**src/rtl/calc_pkg.sv**
```systemverilog
// Shared definitions for the calculator program loader.
// Holds the loader FSM state encoding, the default memory geometry and
// the two standard fetch-hold lengths used by the core variants.
package calc_pkg;

  localparam int DEF_ADDRESS_WIDTH = 10;
  localparam int DEF_DATA_WIDTH    = 18;

  // Hold lengths for the pipelined and the sequential calculator core
  localparam int STEP_PIPE = 1;
  localparam int STEP_SEQ  = 3;

  typedef enum logic [1:0] {
    IDLE = 2'd0,
    LOAD = 2'd1,
    RUN  = 2'd2,
    DONE = 2'd3
  } state_t;

endpackage

```
**src/rtl/calc_step_timer.sv**
```systemverilog
// Fetch-address hold counter: counts 0..STEP_CYCLES-1 while enabled and
// flags the terminal count with tick. clr forces the count back to zero.
module calc_step_timer
  import calc_pkg::*;
#(
  parameter int STEP_CYCLES = STEP_PIPE
) (
  input  logic CLK,
  input  logic RST_N,
  input  logic en,
  input  logic clr,
  output logic tick
);

  localparam logic [3:0] LAST_COUNT = 4'(STEP_CYCLES - 1);

  logic [3:0] r_count;

  assign tick = en && (r_count == LAST_COUNT);

  // Hold count, restarting after every terminal count
  always_ff @(posedge CLK) begin
    if (!RST_N || clr) begin
      r_count <= '0;
    end else if (en) begin
      r_count <= tick ? 4'd0 : r_count + 4'd1;
    end
  end

endmodule

```
**src/rtl/calc_program_loader.sv**
```systemverilog
// Program loader for the calculator core: streams instruction words into
// the instruction memory, then walks the fetch address across the loaded
// program holding each address STEP_CYCLES cycles.
// Optional feature macro: LOADER_CHECKSUM_EN adds a running sum output.
module calc_program_loader
  import calc_pkg::*;
#(
  parameter int ADDRESS_WIDTH = DEF_ADDRESS_WIDTH,
  parameter int DATA_WIDTH    = DEF_DATA_WIDTH,
  parameter int STEP_CYCLES   = STEP_PIPE
) (
  input  logic                     CLK,
  input  logic                     RST_N,
  input  logic                     in_valid,
  input  logic [DATA_WIDTH-1:0]    in_data,
  input  logic                     in_last,
  output logic                     in_ready,
  input  logic                     start,
  output logic                     mem_we,
  output logic [ADDRESS_WIDTH-1:0] mem_waddr,
  output logic [DATA_WIDTH-1:0]    mem_wdata,
  output logic [ADDRESS_WIDTH-1:0] Counter,
  output logic                     busy,
  output logic                     done,
  output logic [ADDRESS_WIDTH:0]   prog_len,
`ifdef LOADER_CHECKSUM_EN
  output logic [DATA_WIDTH-1:0]    checksum,
`endif
  output logic                     overflow
);

  localparam logic [ADDRESS_WIDTH:0] CAPACITY = {1'b1, {ADDRESS_WIDTH{1'b0}}};

  state_t r_state, w_nextState;

  logic [ADDRESS_WIDTH:0]   r_wptr, r_progLen, w_curPtr, w_ptrNext;
  logic [ADDRESS_WIDTH-1:0] r_waddr, r_counter;
  logic [DATA_WIDTH-1:0]    r_wdata;
  logic r_full, r_ovf, r_we;
  logic w_ready, w_accept, w_endLoad, w_runEn, w_tick, w_lastAddr, w_busy, w_done;

  // r_full blocks the stream after the memory filled up without in_last,
  // until the writer drops in_valid; otherwise extra words would start a new load.
  assign w_ready    = RST_N && (((r_state == IDLE) && !r_full) || (r_state == LOAD));
  assign w_accept   = in_valid && w_ready;
  assign w_curPtr   = (r_state == IDLE) ? '0 : r_wptr;
  assign w_ptrNext  = w_curPtr + 1'b1;
  assign w_endLoad  = w_accept && (in_last || (w_ptrNext == CAPACITY));
  assign w_runEn    = (r_state == RUN);
  assign w_lastAddr = ({1'b0, r_counter} == (r_progLen - 1'b1));

  calc_step_timer #(
    .STEP_CYCLES(STEP_CYCLES)
  ) u_stepTimer (
    .CLK  (CLK),
    .RST_N(RST_N),
    .en   (w_runEn),
    .clr  (!w_runEn),
    .tick (w_tick)
  );

  // State register
  always_ff @(posedge CLK) begin
    if (!RST_N) begin
      r_state <= IDLE;
    end else begin
      r_state <= w_nextState;
    end
  end

  // Next-state decode; a load beats a simultaneous start in IDLE
  always_comb begin
    w_nextState = r_state;
    w_busy      = 1'b0;
    w_done      = 1'b0;
    case (r_state)
      IDLE: begin
        if (w_accept) begin
          if (!w_endLoad) w_nextState = LOAD;
        end else if (start && (r_progLen != '0)) begin
          w_nextState = RUN;
        end
      end
      LOAD: begin
        w_busy = 1'b1;
        if (w_endLoad) w_nextState = IDLE;
      end
      RUN: begin
        w_busy = 1'b1;
        if (w_tick && w_lastAddr) w_nextState = DONE;
      end
      DONE: begin
        w_done      = 1'b1;
        w_nextState = IDLE;
      end
      default: w_nextState = IDLE;
    endcase
  end

  // Write port, write pointer, program length and capacity flags
  always_ff @(posedge CLK) begin
    if (!RST_N) begin
      r_we      <= 1'b0;
      r_waddr   <= '0;
      r_wdata   <= '0;
      r_wptr    <= '0;
      r_progLen <= '0;
      r_full    <= 1'b0;
      r_ovf     <= 1'b0;
    end else begin
      r_we <= w_accept;
      if (w_accept) begin
        r_waddr <= w_curPtr[ADDRESS_WIDTH-1:0];
        r_wdata <= in_data;
        r_wptr  <= w_ptrNext;
      end
      if (w_endLoad) r_progLen <= w_ptrNext;
      if ((r_state == IDLE) && !in_valid) r_full <= 1'b0;
      if (w_endLoad && !in_last) r_full <= 1'b1;
      if ((r_state == IDLE) && r_full && in_valid) r_ovf <= 1'b1;
    end
  end

  // Fetch address: zeroed on run entry, advanced on each hold terminal count
  always_ff @(posedge CLK) begin
    if (!RST_N) begin
      r_counter <= '0;
    end else if ((r_state == IDLE) && (w_nextState == RUN)) begin
      r_counter <= '0;
    end else if (w_runEn && w_tick && !w_lastAddr) begin
      r_counter <= r_counter + 1'b1;
    end
  end

`ifdef LOADER_CHECKSUM_EN
  logic [DATA_WIDTH-1:0] r_checksum;

  // Wrapping sum of the current load, restarted by its first word
  always_ff @(posedge CLK) begin
    if (!RST_N) begin
      r_checksum <= '0;
    end else if (w_accept) begin
      r_checksum <= (r_state == IDLE) ? in_data : r_checksum + in_data;
    end
  end

  assign checksum = r_checksum;
`endif

  assign in_ready  = w_ready;
  assign mem_we    = r_we;
  assign mem_waddr = r_waddr;
  assign mem_wdata = r_wdata;
  assign Counter   = r_counter;
  assign busy      = w_busy;
  assign done      = w_done;
  assign prog_len  = r_progLen;
  assign overflow  = r_ovf;

endmodule

```
**config.mk**
```make
export PLATFORM = sky130hd
export DESIGN_NAME = calc_program_loader
export DESIGN_NICKNAME = d
export VERILOG_FILES = /design/src/rtl/calc_pkg.sv /design/src/rtl/calc_step_timer.sv /design/src/rtl/calc_program_loader.sv
export SDC_FILE = /design/constraint.sdc
export NUM_CORES = 1
export LEC_CHECK = 0
export ABC_AREA = 1
export CAP_MARGIN = 20
export CORE_ASPECT_RATIO = 1.25
export CORE_MARGIN = 2
export CORE_UTILIZATION = 46
export CTS_CLUSTER_SIZE = 16
export DETAILED_ROUTE_END_ITERATION = 10
export GPL_ROUTABILITY_DRIVEN = 0
export HOLD_SLACK_MARGIN = 0.05
export PLACE_DENSITY = 0.76
export SYNTH_ARGS = -nofsm -noshare
export SYNTH_HDL_FRONTEND = slang
export SYNTH_SLANG_ARGS = --single-unit
```
**constraint.sdc**
```tcl
create_clock -name CLK -period 3.1 [get_ports CLK]
set_clock_uncertainty 0.15 [all_clocks]
set_input_delay 0.465 -clock CLK [delete_from_list [all_inputs] [get_ports CLK]]
set_output_delay 0.465 -clock CLK [all_outputs]
set_load 0.05 [all_outputs]
```
**Word-level counts from Yosys, hierarchy flattened**

Cells that the tools add are included.

- $add $sub $neg: 4
- Equality and inequality tests: 6
- Mux-type cells: 12
- Bitwise logic cells: 1
- Reductions and logical operators: 29

Operators with widths:

| cell | count |
|---|---|
| $logic_and 1x1->1 | 14 |
| $add 11x1->11 const B | 1 |
| $eq 10x11->1 | 1 |
| $eq 11x11->1 const B | 1 |
| $mux 11 | 1 |
| $reduce_bool 11->1 | 1 |
| $sub 11x1->11 const B | 1 |
| $add 10x1->10 const B | 1 |
| $mux 2 | 5 |
| $pmux 2 s4 | 1 |
| $eq 2x2->1 const B | 3 |
| $logic_not 1->1 | 6 |
| $add 4x1->4 const B | 1 |
| $logic_not 4->1 | 1 |
| $mux 1 | 4 |
| $mux 4 | 1 |
| $reduce_or 2->1 | 2 |
| $logic_or 1x1->1 | 3 |
| $eq 2x1->1 const B | 1 |
| $logic_not 2->1 | 1 |
| $reduce_bool 2->1 | 1 |
| $not 1->1 | 1 |

- Flip-flop bits (word level): 69
- Bits of input ports: 23
- Output and inout bits: 54
- Logic and storage cells: 62

**Longest topological paths before layout**

- Word-level depth: 12
- Mapped depth: 22
- Mapped depth without buffers: 20

**Hierarchy**

From an unflattened synthesis, not the netlist that was laid out.

- Cell total of the unflattened synthesis: 525
- Area total of the unflattened synthesis: 3671.0 sq um

By module, submodules not included:

| module | times used | cells an instance | area an instance (sq um) |
|---|---|---|---|
| calc_program_loader | 1 | 492 | 3449.6 |
| calc_step_timer | 1 | 33 | 221.5 |

**Worst setup path before layout**

No wires, ideal clock.

- Path kind: reg2reg
- From: reg r_state[0]
- To: reg r_counter[1] (netlist: Counter[1])
- Arrival time: 2.639 ns
- Slack: 0.190 ns
- Cell stages (with the launch flop): 22
- Buffers on the path: 2
- Clock period less this slack: 2.910 ns
- Cells stage by stage: dfxtp_1 -> inv_1 -> ha_1 -> buf_6 -> nor2_1 -> ha_1 -> nand2_1 -> nor2_4 -> nand2_1 -> xor2_1 -> nand2_1 -> nor2_2 -> nand3_2 -> nand2_2 -> nand2_4 -> nand2_1 -> nand2_1 -> nand2_1 -> nand2_1 -> nand2_1 -> buf_6 -> a21oi_1

- Longest elaborated chain between the ends: 12

Ends and longest elaborated chain:

| item | RTL line | source |
|---|---|---|
| from (decl) | calc_program_loader.sv:34 | `state_t r_state, w_nextState;` |
| from (signal assigned) | calc_program_loader.sv:67 | `r_state <= w_nextState;` |
| $logic_not 2->1 (*) | calc_program_loader.sv:46 | `assign w_curPtr = (r_state == IDLE) ? '0 : r_wptr;` |
| $mux 11 (*) | calc_program_loader.sv:46 |  |
| net w_curPtr[0] | calc_program_loader.sv:36 | `logic [ADDRESS_WIDTH:0] r_wptr, r_progLen, w_curPtr, w_ptrNext;` |
| $add 11x1->11 (*) | calc_program_loader.sv:47 | `assign w_ptrNext = w_curPtr + 1'b1;` |
| $eq 11x11->1 (*) | calc_program_loader.sv:48 | `assign w_endLoad = w_accept && (in_last \|\| (w_ptrNext == CAPACITY));` |
| $logic_or 1x1->1 (*) | calc_program_loader.sv:48 |  |
| $logic_and 1x1->1 (*) | calc_program_loader.sv:48 |  |
| $mux 2 | calc_program_loader.sv:79 | `if (!w_endLoad) w_nextState = LOAD;` |
| $mux 2 | calc_program_loader.sv:78 | `if (w_accept) begin` |
| $pmux 2 s4 (*) | calc_program_loader.sv:76 | `case (r_state)` |
| $eq 2x2->1 (*) | calc_program_loader.sv:128 | `end else if ((r_state == IDLE) && (w_nextState == RUN)) begin` |
| $logic_and 1x1->1 (*) | calc_program_loader.sv:128 |  |
| $reduce_or 2->1 (no source line) (*) | n/a |  |
| to (signal assigned) | calc_program_loader.sv:131 | `r_counter <= r_counter + 1'b1;` |
| to (decl) | calc_program_loader.sv:37 | `logic [ADDRESS_WIDTH-1:0] r_waddr, r_counter;` |

Mark *: on every way through the listed nets, which the timed path passes. The rest lies on a longest branch.
A chain may end at the register's enable or synchronous reset.

**Worst setup path after layout**

- From: reg r_state[1]
- To: reg r_counter[8] (netlist: Counter[8])

The elaborated chain is that of the path after synthesis.

==> impl_metrics.py <==
metrics = {
    "status": {
        "outcome": "completed",
    },
    "setup_path": {
        "reg2reg_slack_ps": 210,
        "cp_data_arrival_time_ps": 2980,
        "r2r_start": "r_state[1]$_SDFF_PN0_",
        "critPathRequiredTime_ps": 3190,
        "worstSetupPathType": "reg -> reg",
        "setup.worst_path.start_class": "flop",
        "r2r_cells": 19,
        "timing.rr.end": "Counter[8]$_SDFFE_PP0P_",
        "crit_path_end_kind": "flop",
        "critPathMaxFanout": 13,
    },
    "floorplan": {
        "die_area_sq_mm": 0.00872,
        "core_region_area_sq_mm": 0.00779,
        "num_rows": 36,
        "die_h_um": 104,
        "die_w_um": 83.9,
        "start_util": 0.471,
        "io_pins": 77,
    },
    "synth": {
        "synth-seq-cells": 69,
        "netlist_top_cells_area": "dfxtp_1, nand2_1, nand3_1",
        "yosysTopAreaCell": "dfxtp_1",
        "synth_warnings": 0,
        "synth_area_sq_mm": 0.00367,
        "synth_top_area_share": 0.376,
        "ys_types": 32,
        "async_flop_share": 0,
        "syn_inst": 533,
        "synth_edf_count": 0,
        "synth-main-ff-cell": "dfxtp_1",
        "yosysSeqAreaShare": 0.376,
        "syn_avg_cell_area_sq_um": 6.89,
        "syn_nets": 566,
    },
    "drt": {
        "drc": 0,
        "wl_per_cell_um": 13.1,
        "dr.pass1.iters": 5,
        "vias": 3609,
        "ant_nets": 0,
        "via_per_inst": 5.09,
        "drtIter0Drc": 212,
        "totalWireLength_um": 9280,
    },
    "sta": {
        "hold_violations": 0,
        "whs_ps": 318,
        "fmax_ghz": 0.346,
        "fin_crit_ps": 2890,
        "report.final.slew_viol_count": 0,
        "max_slew_margin": 0.637,
        "setup_viol": 0,
        "rsz0062_at_grt": "no",
        "fin_crit_sh": 0.931,
        "timing.setup.tns_ps": 0,
        "tightestPinTransition_ps": 539,
    },
    "cells_and_area": {
        "multi_input_area_sq_mm": 0.00195,
        "finalNetCount": 642,
        "final_common_cell": "nand2_1",
        "seq_area_sq_mm": 0.00138,
        "diodes": 0,
        "num-fill-cells": 690,
        "drive_above_1_share": 0.104,
        "synthToLayoutAreaGrowth_pct": 29.3,
        "layout_common_cells": "nand2_1, clkdlybuf4s50_1, dfxtp_1",
    },
    "cts": {
        "cts_max_level": 3,
        "cts_tree": "built",
        "worstSkewPairLatency_ps": 350,
        "root_buffer": "clkbuf_8",
        "cts_inserted_buffers": 9,
        "clk_pin_slew_ps": 70,
        "cts.path.max_buffers": 2,
        "cts_num_sinks": 69,
        "cts_hold_buf": 0,
    },
    "power_and_ir_drop": {
        "vdd_drop_max_uv": 350,
        "p_leak_nw": 1.99,
        "powerDensity_mw_per_mm2": 553,
    },
    "worst_hold_path": {
        "min_path_cells": 2,
        "worstHoldStart": "mem_wdata[10]$_SDFFE_PN0P_",
        "hold_class": "reg -> reg",
        "holdPathEnd": "mem_wdata[10]$_SDFFE_PN0P_",
    },
    "flow_run": {
        "cap_violations": 0,
    },
    "global_routing": {
        "antenna_found_initial": 0,
        "track_usage": 0.213,
        "grt_overflow_total": 0,
        "grt_first_pass_wirelength_um": 15300,
        "grt_pass1_vias": 3425,
        "grt_max_degree": 49,
    },
    "placed_design": {
        "post-dp-hpwl_um": 6790,
        "port_buffers": 76,
    },
}
-- critical path, cell delays in order, from the launching register on --
cell,delay (ps)
dfxtp_2,360
inv_1,110
ha_4,210
nor2_2,150
ha_2,240
nand2_1,110
nor2_4,150
nand2_1,90
xor2_2,160
nand2_1,90
nor2_2,90
nand3_2,80
nand2_2,90
nand2_4,120
nand2_1,110
nand2_1,50
nand2_1,60
nand2_1,110
nand2_2,150
a21oi_1,80
-- synth_stat cells, types with 2 or more instances --
cell type and n:
nand2_1 143, dfxtp_1 69, inv_1 65, nand3_1 56, nor2_1 42, o21ai_0 33, a21oi_1 28, xor2_1 11
ha_1 10, nor2_2 8, clkbuf_1 7, nand4_1 7, nor2_4 6, buf_1 5, buf_6 4, inv_2 4
nand2_2 4, xnor2_1 4, nor3_1 3, o21ai_1 3, a211oi_1 2, a211oi_2 2, a21oi_2 2, and2_1 2
buf_2 2, nand2_4 2, nand3_2 2, nor4_1 2, o21ai_2 2
-- how the worst max path moves through the flow --
stage / end / from
after global placement: Counter[6]$_SDFFE_PP0P_ / r_state[1]$_SDFF_PN0_
after CTS: Counter[0]$_SDFFE_PP0P_ / r_state[1]$_SDFF_PN0_
after global routing: Counter[8]$_SDFFE_PP0P_ / r_state[1]$_SDFF_PN0_
after floorplan: Counter[1]$_SDFFE_PP0P_ / r_state[0]$_SDFF_PN0_
final: Counter[8]$_SDFFE_PP0P_ / r_state[1]$_SDFF_PN0_
after detailed placement: Counter[2]$_SDFFE_PP0P_ / r_state[1]$_SDFF_PN0_
-- where the power goes --
group	switching [mW]	total, mW	internal, mW
Clock	0.325	0.761	0.436
Sequential	0.0543	1.01	0.955
Combinational	0.577	0.855	0.277
-- cell type report --
| class | instances | share of cell area |
|---|---|---|
| multi-input cells | 376 | 0.410 |
| flip-flops and latches | 69 | 0.291 |
| repair buffers | 83 | 0.173 |
| inverters | 70 | 0.0564 |
| clock buffers | 13 | 0.0356 |
| well taps | 95 | 0.0250 |
| clock inverters | 3 | 0.00896 |
-- what timing repair did --
action	4_1_cts	5_1_grt
resized for setup	1	8
endpoints found under the setup margin	11	15
cloned	0	1
buffers inserted	0	0
-- routing by layer --
metal  up-vias  wire (um)  share of wire  GRT usage
li1       1836          -              -          -
met1      1631       3930           0.42      0.245
met2       115       4460           0.48      0.363
met3        27        615          0.066     0.0524
met4         0        272          0.029      0.111
met5         -          0              0          0
-- cells by family (layout without fill, tap and decap cells) --
group	count (synthesis)	count (layout)	share of synthesized area
AO/OA/AOI/OAI	73	73	0.110
flip-flops	69	69	0.376
AND/OR/NAND/NOR	277	278	0.339
buffers and inverters	89	169	0.106
adder cells (fa/ha/maj)	10	10	0.0341
XOR/XNOR	15	15	0.0358
-- stage by stage --
stage	worst slack [ps]	instances	power, mW	cell area [sq um]	utilization
floorplan	190	533	1.62	3670	-
global placement	80.3	692	1.84	4500	0.577
detailed placement	-42.3	692	1.85	4500	0.577
CTS	18.9	708	2.62	4710	0.604
global route	22.4	709	2.75	4750	0.610
finish	212	709	2.62	4750	0.610
-- flip-flops by register name, indices dropped and copies added (netlist names) --
register             flops
r_wptr                  11
Counter                 10
mem_we                   1
prog_len                11
r_state                  2
r_full                   1
u_stepTimer.r_count      4
mem_wdata               18
mem_waddr               10
overflow                 1
Power figures use the tool's default switching activity.
